`config.mk`:
```
export PLATFORM = sky130hd
export DESIGN_NAME = vga_fb_arbiter
export DESIGN_NICKNAME = d
export VERILOG_FILES = /design/src/rtl/vga_pkg.sv /design/src/rtl/vga_fb_addr_gen.sv /design/src/rtl/vga_fb_arbiter.sv
export SDC_FILE = /design/constraint.sdc
export NUM_CORES = 1
export LEC_CHECK = 0
export BUFFER_PORTS_ARGS = -buffer_cell sky130_fd_sc_hd__buf_2
export CAP_MARGIN = 0
export CORE_ASPECT_RATIO = 0.9
export CORE_MARGIN = 2
export CORE_UTILIZATION = 52
export DETAILED_ROUTE_END_ITERATION = 10
export HOLD_SLACK_MARGIN = 0.08
export PLACE_DENSITY = 0.92
export SKIP_LAST_GASP = 1
export SYNTH_ARGS = -nofsm -noshare
export SYNTH_HDL_FRONTEND = slang
export SYNTH_HIERARCHICAL = 1
export SYNTH_SLANG_ARGS = --single-unit
```
`constraint.sdc`:
```
create_clock -name CLK -period 8.2 [get_ports CLK]
set_input_delay 1.64 -clock CLK [delete_from_list [all_inputs] [get_ports CLK]]
set_output_delay 1.64 -clock CLK [all_outputs]
set_load 0.005 [all_outputs]
```
`src/rtl/vga_pkg.sv`:
```
// ----------------------------------------------------------------------------
// vga_pkg : shared types, defaults and helpers for the framebuffer arbiter
// Revision: 1.0
// ----------------------------------------------------------------------------
`default_nettype none

package vga_pkg;

  localparam int AW_DEF   = 15;
  localparam int DW_DEF   = 12;
  localparam int FB_W_DEF = 160;
  localparam int FB_H_DEF = 120;

  // Pixel word packing {R,G,B}, 4 bits each
  localparam int R_HI = 11;
  localparam int R_LO = 8;
  localparam int G_HI = 7;
  localparam int G_LO = 4;
  localparam int B_HI = 3;
  localparam int B_LO = 0;

  typedef enum logic [1:0] {
    IDLE    = 2'd0,
    SCAN_RD = 2'd1,
    CAPTURE = 2'd2,
    WRITE   = 2'd3
  } fb_state_t;

  function automatic logic [23:0] fb_addr(input logic [11:0] x, input logic [11:0] y);
    return 24'(y) * 24'(FB_W_DEF) + 24'(x);
  endfunction

endpackage

`default_nettype wire

```
`src/rtl/vga_fb_addr_gen.sv`:
```
// ----------------------------------------------------------------------------
// vga_fb_addr_gen : scaled (x,y) to linear framebuffer address with range flag
// Revision: 1.0
// ----------------------------------------------------------------------------
`default_nettype none

module vga_fb_addr_gen #(
  parameter int FB_W = 160,
  parameter int FB_H = 120,
  parameter int AW   = 15
) (
  input  logic [11:0]   x,
  input  logic [11:0]   y,
  output logic [AW-1:0] addr,
  output logic          in_range
);

  localparam logic [11:0] W12    = 12'(FB_W);
  localparam logic [11:0] H12    = 12'(FB_H);
  localparam logic [23:0] SIZE24 = 24'(FB_W * FB_H);

  logic [23:0] y_mul;
  logic [23:0] lin;

  generate
    if (FB_W == 160) begin : g_mul160
      assign y_mul = ({12'd0, y} << 7) + ({12'd0, y} << 5);
    end else begin : g_mul_generic
      assign y_mul = {12'd0, y} * 24'(FB_W);
    end
  endgenerate

  assign lin      = y_mul + {12'd0, x};
  assign in_range = (x < W12) && (y < H12) && (lin < SIZE24);
  assign addr     = in_range ? lin[AW-1:0] : '0;

endmodule

`default_nettype wire

```
`src/rtl/vga_fb_arbiter.sv`:
```
// ----------------------------------------------------------------------------
// vga_fb_arbiter : shares one sync RAM between VGA scanout and a pixel writer
// Revision: 1.0
// ----------------------------------------------------------------------------
`default_nettype none

module vga_fb_arbiter
  import vga_pkg::*;
#(
  parameter int FB_W          = FB_W_DEF,
  parameter int FB_H          = FB_H_DEF,
  parameter int SCALE_LOG2    = 2,
  parameter int AW            = AW_DEF,
  parameter int DW            = DW_DEF,
  parameter bit WR_BLANK_ONLY = 1'b0
) (
  input  logic          CLK,
  input  logic          RST,
  input  logic          P_CLK,
  input  logic [11:0]   XPOS,
  input  logic [11:0]   YPOS,
  input  logic          DISP_ACTIVE,
  input  logic          WR_REQ,
  input  logic [AW-1:0] WR_ADDR,
  input  logic [DW-1:0] WR_DATA,
  output logic          WR_ACK,
  output logic [AW-1:0] MEM_ADDR,
  output logic          MEM_WE,
  output logic [DW-1:0] MEM_WDATA,
  input  logic [DW-1:0] MEM_RDATA,
  output logic [3:0]    Ro,
  output logic [3:0]    Go,
  output logic [3:0]    Bo,
  output logic          FRAME_DONE
);

  localparam logic [AW-1:0] FB_SIZE = AW'(FB_W * FB_H);
  localparam logic [11:0]   LAST_Y  = 12'((FB_H << SCALE_LOG2) - 1);
  localparam logic [11:0]   SUB_MSK = 12'((1 << SCALE_LOG2) - 1);

  fb_state_t     state, next_state;
  logic [11:0]   xs, ys;
  logic [AW-1:0] scan_addr;
  logic          scan_in_range;
  logic          slot, scan_rd, wr_grant;
  logic          oor_q, de_d1, de_d2, de_tick;
  logic [DW-1:0] pix_reg;

  assign xs = XPOS >> SCALE_LOG2;
  assign ys = YPOS >> SCALE_LOG2;

  vga_fb_addr_gen #(
    .FB_W (FB_W),
    .FB_H (FB_H),
    .AW   (AW)
  ) u_addr_gen (
    .x        (xs),
    .y        (ys),
    .addr     (scan_addr),
    .in_range (scan_in_range)
  );

  // Reset gates the grants so a write presented during reset is never acked
  assign slot     = P_CLK && DISP_ACTIVE && ((XPOS & SUB_MSK) == 12'd0);
  assign scan_rd  = slot && scan_in_range && !RST;
  assign wr_grant = WR_REQ && !scan_rd && !RST && (state != WRITE) &&
                    (!WR_BLANK_ONLY || !DISP_ACTIVE);

  always_ff @(posedge CLK) begin
    if (RST) state <= IDLE;
    else     state <= next_state;
  end

  // A write may share the capture cycle: the read word is already on MEM_RDATA
  always_comb begin
    next_state = IDLE;
    MEM_ADDR   = '0;
    MEM_WE     = 1'b0;
    MEM_WDATA  = '0;
    WR_ACK     = 1'b0;
    if (scan_rd) begin
      next_state = SCAN_RD;
      MEM_ADDR   = scan_addr;
    end else if (wr_grant) begin
      next_state = WRITE;
      WR_ACK     = 1'b1;
      MEM_ADDR   = WR_ADDR;
      MEM_WDATA  = WR_DATA;
      MEM_WE     = (WR_ADDR < FB_SIZE);
    end else if (state == SCAN_RD) begin
      next_state = CAPTURE;
    end
  end

  always_ff @(posedge CLK) begin
    if (RST) begin
      oor_q      <= 1'b0;
      pix_reg    <= '0;
      de_d1      <= 1'b0;
      de_d2      <= 1'b0;
      de_tick    <= 1'b0;
      Ro         <= 4'd0;
      Go         <= 4'd0;
      Bo         <= 4'd0;
      FRAME_DONE <= 1'b0;
    end else begin
      oor_q <= slot && !scan_in_range;
      if (state == SCAN_RD) pix_reg <= MEM_RDATA;
      else if (oor_q)       pix_reg <= '0;
      de_d1 <= DISP_ACTIVE;
      de_d2 <= de_d1;
      if (de_d2) begin
        Ro <= pix_reg[R_HI:R_LO];
        Go <= pix_reg[G_HI:G_LO];
        Bo <= pix_reg[B_HI:B_LO];
      end else begin
        Ro <= 4'd0;
        Go <= 4'd0;
        Bo <= 4'd0;
      end
      if (P_CLK) de_tick <= DISP_ACTIVE;
      FRAME_DONE <= P_CLK && de_tick && !DISP_ACTIVE && (YPOS == LAST_Y);
    end
  end

endmodule

`default_nettype wire

```
### Yosys cells after proc, flatten, opt, wreduce, memory -nomap -nowiden

Index checks and enable logic that the tools add are counted.

| operators by class | value |
|---|---|
| muxes and demuxes | 14 |
| $lt $le $gt $ge | 4 |
| reductions and logical operators | 21 |
| eq/ne operators | 3 |
| add/subtract/negate cells | 2 |
| bitwise logic cells | 1 |

Operators with widths:

| operator | number |
|---|---|
| $mux 12 | 4 |
| $mux 15 | 3 |
| $add 24x10->24 | 1 |
| $lt 24x15->1 const B | 1 |
| $add 17x15->18 | 1 |
| $lt 15x15->1 const B | 1 |
| $logic_and 1x1->1 | 13 |
| $eq 12x9->1 const B | 1 |
| $logic_not 12->1 | 1 |
| $lt 10x7->1 const B | 1 |
| $lt 10x8->1 const B | 1 |
| $mux 1 | 5 |
| $logic_not 1->1 | 4 |
| $mux 2 | 2 |
| $reduce_or 2->1 | 2 |
| $eq 2x1->1 const B | 1 |
| $ne 2x2->1 const B | 1 |
| $reduce_bool 2->1 | 1 |
| $not 1->1 | 1 |

| word-level totals | value |
|---|---|
| output and inout bits | 42 |
| input bits | 68 |
| logic and storage cells | 56 |
| flip-flop bits (word level) | 31 |

### Longest topological paths before layout

Gate-level depths: netlist of the first run.

| logic depth | value |
|---|---|
| word-level depth | 12 |
| gate-level depth with buffers | 16 |
| gate-level depth less buffers | 12 |

### By module

The synthesis of the first run kept the hierarchy.

By module, submodules not included:

| module | seq. area each (sq um) | instances | cells an instance | area an instance (sq um) |
|---|---|---|---|---|
| vga_fb_arbiter | 620.6 | 1 | 160 | 1530.2 |
| vga_fb_addr_gen | 0.0 | 1 | 119 | 1013.5 |

### Worst setup path before layout of the first run

OpenSTA, ideal clock, no wires.

| timing | value |
|---|---|
| kind | input to output |
| start point | in YPOS[2] |
| end point | out MEM_ADDR[10] |
| data arrival time | 4.907 ns |
| path buffers | 4 |
| setup slack | 1.653 ns |
| required time | 6.560 ns |
| stages | 15 |
| path through | inv_1 fa_1 fa_1 nand2b_1 a211oi_1 o32ai_1 xor2_1 a31oi_1 buf_2 nor3_1 clkbuf_1 and2_4 buf_6 buf_12 o31ai_2 |

| on the way | value |
|---|---|
| word-level cells in the longest chain between the ends | 12 |
| elaborated cells on any way between the ends | 15 |

Ends and longest elaborated chain:

| what | RTL line | text |
|---|---|---|
| start: declaration | vga_fb_arbiter.sv:21 | `input logic [11:0] YPOS,` |
| $add 17x15->18 | vga_fb_addr_gen.sv:27 | `assign y_mul = ({12'd0, y} << 7) + ({12'd0, y} << 5);` |
| $add 24x10->24 | vga_fb_addr_gen.sv:33 | `assign lin = y_mul + {12'd0, x};` |
| $lt 24x15->1 | vga_fb_addr_gen.sv:34 | `assign in_range = (x < W12) && (y < H12) && (lin < SIZE24);` |
| $logic_and 1x1->1 * | vga_fb_addr_gen.sv:34 |  |
| net scan_in_range | vga_fb_arbiter.sv:44 | `logic scan_in_range;` |
| $logic_and 1x1->1 (2 in a row) | vga_fb_arbiter.sv:65 | `assign scan_rd = slot && scan_in_range && !RST;` |
| $logic_not 1->1 | vga_fb_arbiter.sv:66 | `assign wr_grant = WR_REQ && !scan_rd && !RST && (state != WRITE) &&` |
| $logic_and 1x1->1 (3 in a row) | vga_fb_arbiter.sv:66 |  |
| $mux 15 | vga_fb_arbiter.sv:84 | `end else if (wr_grant) begin` |
| $mux 15 * | vga_fb_arbiter.sv:81 | `if (scan_rd) begin` |
| end: declaration | vga_fb_arbiter.sv:27 | `output logic [AW-1:0] MEM_ADDR,` |

Mark *: on every way through the listed nets, which the timed path passes. The rest lies on a longest branch.

### Worst setup path in the final report of the first run

| timing | value |
|---|---|
| start point | in YPOS[2] |
| end point | out MEM_WDATA[9] |

| on the way | value |
|---|---|
| word-level cells in the longest chain between the ends | 12 |
| elaborated cells on any way between the ends | 14 |

Ends and longest elaborated chain:

| what | RTL line | text |
|---|---|---|
| $add 17x15->18 | vga_fb_addr_gen.sv:27 |  |
| $add 24x10->24 | vga_fb_addr_gen.sv:33 |  |
| $lt 24x15->1 | vga_fb_addr_gen.sv:34 |  |
| $logic_and 1x1->1 * | vga_fb_addr_gen.sv:34 |  |
| net scan_in_range | vga_fb_arbiter.sv:44 |  |
| $logic_and 1x1->1 * (2 in a row) | vga_fb_arbiter.sv:65 |  |
| $logic_not 1->1 | vga_fb_arbiter.sv:66 |  |
| $logic_and 1x1->1 (3 in a row) | vga_fb_arbiter.sv:66 |  |
| $mux 12 | vga_fb_arbiter.sv:84 |  |
| $mux 12 * | vga_fb_arbiter.sv:81 |  |
| end: declaration | vga_fb_arbiter.sv:29 | `output logic [DW-1:0] MEM_WDATA,` |

Marked as above.

==> summary.md, run 1 <==
| Metric | Value |
|---|---|
| PD cells | 137.2 nW/um^2 |
| Vias in the first global route | 2161 |
| Starting Density | 53.28% |
| Final period util | 87.84% |
| # Max-Cap Violations | 0 |
| Dpl cell area | 3117 sq um |
| Clock insertion delay at the later pin of the skew report | 0.28 ns |
| Gr ovfl total | 0 |
| Max Fanout on Critical Path | 13 |
| Cell area after synthesis | 2544 sq um |
| Max-slew violation count | 0 |
| Die ar. | 5468 sq um |
| Gr usage total | 22.29% |
| Async SR Flop Fraction | 0% |
| Final HPWL DP | 4.951 mm |
| DRT Pass-1 Iters | 4 |
| Core footprint | 4775 sq um |
| Layout Cell Area excl Fill | 3204 sq um |
| Final hold violations | 0 |
| Largest register FFs | 12 |
| Final setup margin | 0.9968 ns |
| Worst slew margin | 52.03% |
| Number of flops mapped to enable cells by yosys | 0 |
| I/O pin total | 110 |
| RSZ-0062 raised after global routing | false |
| N_diodes | 0 |
| WL final | 6.154 mm |
| Sequential area share after synthesis | 24.40% |
| Synth Area per Inst | 9.117 sq um |
| Max Root-Sink Buffers | 2 |
| GP Congestion | 0.8459 |
| TritonCTS buffer count | 5 |
| Postcts setup bufs | 0 |
| Layout cells sized above 1 | 35.31% |
| Leak pwr | 1.617 nW |
| Post-cts sizing count | 0 |
| Std-Cell Rows | 24 |
| Final setup TNS | 0 ns |
| Clk Tree Root Cell | clkbuf_8 |
| Fillers | 378 |
| VDD IR max | 0.08084 mV |
| Iteration-0 DRC Markers | 109 |
| Via count | 2414 |
| Worst slew pin tran | 0.7170 ns |
| Drc violations | 0 |
| First-pass GRT wire length | 9.853 mm |
| Clock sinks | 31 |
| Die X | 77.73 um |
| CTS H-tree depth | 2 |
| Pre-CTS WS | 1.070 ns |
| Antenna Nets Post-Route | 0 |
| Setup crit start kind | primary input |
| Most used DFF post-synth | dfxtp_1 |
| Required @ worst endpoint | 6.56 ns |
| CTS tree | built |
| Crit path DAT | 5.56 ns |
| Port Buf Inserts | 109 |
| Synth Warn # | 6 |
| Max Fclk | 138.8 MHz |
| Clock-pin slew on the worst setup and hold paths | 0.06 ns |
| Largest net degree at the start of global routing | 29 |
| Status | finished, final reports clean |
| Nature of the critical path endpoint | output pin |
| Initial antenna violation count | 0 |
| Via density per instance | 5.329 |
| Die Span Y | 70.35 um |
| Setup violations, final | 0 |
| Setup CP Type | primary input to output pin |
| Layout Skew | 0.007316 ns |
| Cells after synthesis | 279 |
| #FFs+latches synth | 31 |
| Worst hold path class | flip-flop to flip-flop |
| Post-layout net count | 481 |
| Hold_buf cts | 0 |
| Synth-to-Final Area Change | 25.97% |
| Final min period | 7.203 ns |
| Synth cell types | 55 |
| Routed wire per std cell | 13.58 um |
==> metrics by stage <==
stage          hold slack [ns]  utilization, %  total power [W]  std cells
6_report                0.4422           67.11        0.0004397        453
5_1_grt                 0.4557           67.11        0.0004662        453
4_1_cts                 0.4484           67.11        0.0004397        453
3_5_place_dp            0.4345           65.28        0.0003215        446
3_3_place_gp            0.4230           65.28        0.0003172        446
2_1_floorplan           0.4138               -        0.0002721        288
==> synthesized netlist by cell type, types with 6 or more instances <==
cell type,n,area share (%)
dfxtp_1,31,24
inv_1,25,3.7
ha_1,19,9.3
nand4b_1,17,5.9
and3_1,15,3.7
and2_1,13,3.2
a22o_1,10,3.4
clkbuf_1,10,1.5
nand2_1,9,1.3
a21oi_1,8,1.6
nor2_1,8,1.2
nor4_1,8,2.0
o31ai_1,8,2.4
o31ai_2,7,3.4
fa_1,6,4.7
nor4b_1,6,2.1
xor2_1,6,2.1
==> kinds of logic (layout without fill, tap and decap cells) <==
family | after synthesis | after routing | synth area share (%)
AOI/OAI and AO/OA | 59 | 59 | 19.43
xor gates and xnor gates | 7 | 7 | 2.410
adders and majority gates | 25 | 25 | 14.07
buffers and inverters | 44 | 144 | 8.214
DFF | 31 | 31 | 24.40
muxes | 3 | 3 | 1.377
other | 1 | 10 | 0.1474
and+or+nand+nor | 109 | 109 | 29.96
==> cell usage in the layout (no fill, tap or decap), types with 4 or more instances in the layout <==
| cell type | count |
|---|---|
| ha_1 | 19 |
| conb_1 | 10 |
| o31ai_1 | 8 |
| a21oi_1 | 8 |
| nand2_1 | 9 |
| o21ai_0 | 4 |
| fa_1 | 6 |
| nor4b_1 | 6 |
| inv_1 | 25 |
| and2_1 | 13 |
| nor2_1 | 8 |
| o31ai_2 | 7 |
| nand4_1 | 4 |
| a21o_1 | 4 |
| clkbuf_8 | 6 |
| nor2b_1 | 5 |
| nand4b_1 | 17 |
| dfxtp_1 | 31 |
| buf_2 | 109 |
| nand3b_1 | 4 |
| and3_1 | 15 |
| xor2_1 | 6 |
| a22o_1 | 10 |
| nor4_1 | 8 |
==> final cells by class <==
| class | count | area, sq um | share of cell area, % |
|---|---|---|---|
| Sequential cell | 31 | 620.6 | 19.37 |
| Timing Repair Buffer | 112 | 568.0 | 17.73 |
| Multi-Input combinational cell | 213 | 1753 | 54.71 |
| Inverter | 25 | 93.84 | 2.929 |
| Clock inverter | 1 | 5.005 | 0.1562 |
| Clock buffer | 6 | 82.58 | 2.577 |
| Tap cell | 65 | 81.33 | 2.538 |
==> routing by layer <==
layer / part of all wire [%] / vias up / GRT usage [%] / wire length (um)
met5: 0 / - / 0 / 0
met4: 1.1 / 0 / 4.762 / 70
met3: 5.8 / 10 / 4.393 / 356
met2: 45 / 88 / 36.30 / 2799
met1: 48 / 1077 / 30.55 / 2927
li1: - / 1239 / - / -
==> worst paths after layout <==
| path | from | to | slack, ns | depth (start not counted) |
|---|---|---|---|---|
| setup / recovery | YPOS[2] | MEM_WDATA[9] | 1.0 | 16 |
| hold / removal | de_d1 | de_d2 | 0.44 | 1 |
| setup reg to reg | state[1] | pix_reg[9] | 6.84 | 3 |
| hold reg to reg | de_d1 | de_d2 | 0.44 | 1 |
==> power by group <==
| part | internal, W | leakage (nW) | switching, W |
|---|---|---|---|
| clock network | 0.0000656 | 0.0470 | 0.0000523 |
| registers | 0.000155 | 0.252 | 0.00000228 |
| logic | 0.0000703 | 1.32 | 0.0000939 |
| total | 0.000291 | 1.62 | 0.000148 |
==> worst max-delay path, cell delays in order <==
cell and delay, ns:
buf_2 0.10, inv_1 0.06, fa_1 0.61, inv_1 0.06, ha_1 0.29, a211oi_1 0.37
o31ai_1 0.21, a31oi_1 0.24, xor2_1 0.26, a31oi_1 0.13, buf_4 0.21, nor3_2 0.50
buf_4 0.27, nand2_1 0.21, and3_1 0.27, buf_2 0.12
(Power assumes the default switching activity.)
==> inputs of run 2 (changes only) <==
ABC_AREA = 1   (was default)
CORE_UTILIZATION = 54   (was 52)
PLACE_DENSITY = 0.93   (was 0.92)
SLEW_MARGIN = 25   (was default)
==> run 2 against run 1 <==
Maximum frequency rose by 7.2%. Critical endpoint is now MEM_WE. Power is 14% higher. Synthesized cell count is 59% higher. Hold slack got worse by 0.031 ns. Clock power increased by 31%. Non-clock buffer count decreased by 3.
==> summary.md, run 2 <==
| Metric | Value |
|---|---|
| Status | finished, final reports clean |
| Max Fclk | 148.9 MHz |
| Compound-Gate Fraction of Synth Area | 2.201% |
| Via count | 3092 |
| Final cell count without fillers | 625 |
| PD cells | 141.6 nW/um^2 |
| Synth Area in Adders | 12.59% |
| Required @ worst endpoint | 6.56 ns |
| Drc violations | 0 |
| Cell area after synthesis | 2843 sq um |
| Post-cts sizing count | 0 |
| Top cells by count, synth | 109 x nand2_1, 84 x inv_1, 48 x nand3_1 |
| Layout Skew | 0.007625 ns |
| Synth Area per Inst | 6.417 sq um |
| Clk Tree Root Cell | clkbuf_8 |
| Leak pwr | 2.074 nW |
| Most common cell in the netlist | nand2_1 |
| RSZ-0062 raised after global routing | false |
| Largest register FFs | 12 |
| WL final | 7.165 mm |
| Area leader, netlist | dfxtp_1 |
| Setup violations, final | 0 |
| Postcts setup bufs | 0 |
| Synth-to-Final Area Change | 24.12% |
| Area share of the largest cell type after synthesis | 21.83% |
| Initial antenna violation count | 0 |
| Max Fanout on Critical Path | 18 |
| Iteration-0 DRC Markers | 183 |
| Synth area leaders | dfxtp_1 22%, nand2_1 14%, inv_1 11% |
| Die ar. | 5861 sq um |
| Simple-gate share of the synthesized area | 47.10% |
| Setup CP Type | primary input to output pin |
| Clock sinks | 31 |
| Number of flops mapped to enable cells by yosys | 0 |
| Antenna Nets Post-Route | 0 |
| Crit path DAT | 5.08 ns |
| Final HPWL DP | 5.834 mm |
| Hold_buf cts | 0 |
| Die X | 80.48 um |
| Largest family of logic cells by synthesized area | simple AND/OR/NAND/NOR gates |
| Port Buf Inserts | 109 |
| #FFs+latches synth | 31 |
| Vias in the first global route | 2801 |
| Synth Area in XOR/XNOR | 0.6162% |
| Largest net degree at the start of global routing | 28 |
| Via density per instance | 4.947 |
| Sequential area share after synthesis | 21.83% |
| Post-layout net count | 650 |
| Clock insertion delay at the later pin of the skew report | 0.28 ns |
| Worst slew margin | 54.85% |
| Final min period | 6.718 ns |
| Async SR Flop Fraction | 0% |
| Placed cell count | 617 |
| DRT Pass-1 Iters | 4 |
| Hold slack | 0.4110 ns |
| Starting Density | 55.08% |
| First-pass GRT wire length | 11.86 mm |
| N_diodes | 0 |
| Gr usage total | 24.92% |
| Final setup TNS | 0 ns |
| # Max-Cap Violations | 0 |
| CTS tree | built |
| Std-Cell Rows | 25 |
| Worst slew pin tran | 0.6748 ns |
| Mux contribution to synthesized area | 0% |
| Setup crit start kind | primary input |
| Synth Warn # | 6 |
| Most frequent cells in the layout | 109 x nand2_1, 109 x buf_2, 84 x inv_1 |
| TritonCTS buffer count | 5 |
| Routed wire per std cell | 11.46 um |
| Final period util | 81.92% |
| Most used DFF post-synth | dfxtp_1 |
| GP Congestion | 0.9520 |
| Core footprint | 5161 sq um |
| Synth cell types | 33 |
| Layout cells sized above 1 | 29.57% |
| Cells after synthesis | 443 |
| I/O pin total | 110 |
| Worst hold path class | flip-flop to flip-flop |
| VDD IR max | 0.1264 mV |
| Clock-pin slew on the worst setup and hold paths | 0.06 ns |
| CTS H-tree depth | 2 |
| Max-slew violation count | 0 |
| Gr ovfl total | 0 |
| Max Root-Sink Buffers | 2 |
| Die Span Y | 72.83 um |
| Final hold violations | 0 |
| Nature of the critical path endpoint | output pin |
## run 2: path summary, 6_finish.rpt
kind	endpoint	depth (start not counted)	startpoint	slack [ns]
min reg2reg	de_d2	2	de_d1	0.41
max	MEM_WE	19	YPOS[2]	1.48
min	de_d2	2	de_d1	0.41
max reg2reg	state[1]	5	state[1]	6.88
## run 2: report_power, final
part | total, W | leakage, nW | internal (W) | switching, W
Clock | 0.000155 | 0.0612 | 0.0000982 | 0.0000572
Combinational | 0.000187 | 1.76 | 0.0000698 | 0.000117
Sequential | 0.000157 | 0.252 | 0.000155 | 0.00000217
## run 2: metal layers
layer,GRT usage [%],up-vias,part of all wire [%]
li1,-,1581,-
met1,30.66,1397,43
met2,45.28,101,50
met3,3.960,13,5.7
met4,6.403,0,1.5
met5,0,-,0
## run 2: cell families (layout without fill, tap and decap cells)
logic type / count (synthesis) / after routing
simple gates: 270 / 270
compound gates: 12 / 12
flops: 31 / 31
buf+inv: 102 / 207
other cells: 1 / 11
xor+xnor: 2 / 2
fa+ha+maj: 25 / 25
## run 2: area by class of cell
cell class	count	area, sq um
clock buffers	6	82.58
clock inverters	2	35.03
fillers	448	1633
inverters	90	342.8
multi-input cells	320	1818
flip-flops and latches	31	620.6
well taps	67	83.83
repair buffers	109	545.5
## run 2: metrics by stage
| step | setup slack, ns | power (W) | cell area [sq um] | utilization, % |
|---|---|---|---|---|
| after floorplan | 2.293 | 0.0002930 | 2880 | - |
| after global placement | 1.715 | 0.0003369 | 3411 | 66.08 |
| after detailed placement | 1.532 | 0.0003435 | 3411 | 66.08 |
| after CTS | 1.519 | 0.0004965 | 3528 | 68.36 |
| after global routing | 1.228 | 0.0005289 | 3528 | 68.36 |
| final | 1.482 | 0.0004997 | 3528 | 68.36 |
## run 2: critical path: stages
cell and delay (ns):
buf_2 0.10, inv_1 0.05, fa_1 0.52, fa_1 0.48, inv_1 0.09, nand3_1 0.11, nand2_2 0.13, nand2_1 0.07
nand2_2 0.07, nand2_1 0.06, nand2_1 0.07, nand3_1 0.09, nand2_2 0.10, nand3_4 0.25, inv_2 0.33, nand3_2 0.36
nand2_4 0.34, nor2_1 0.08, buf_2 0.13
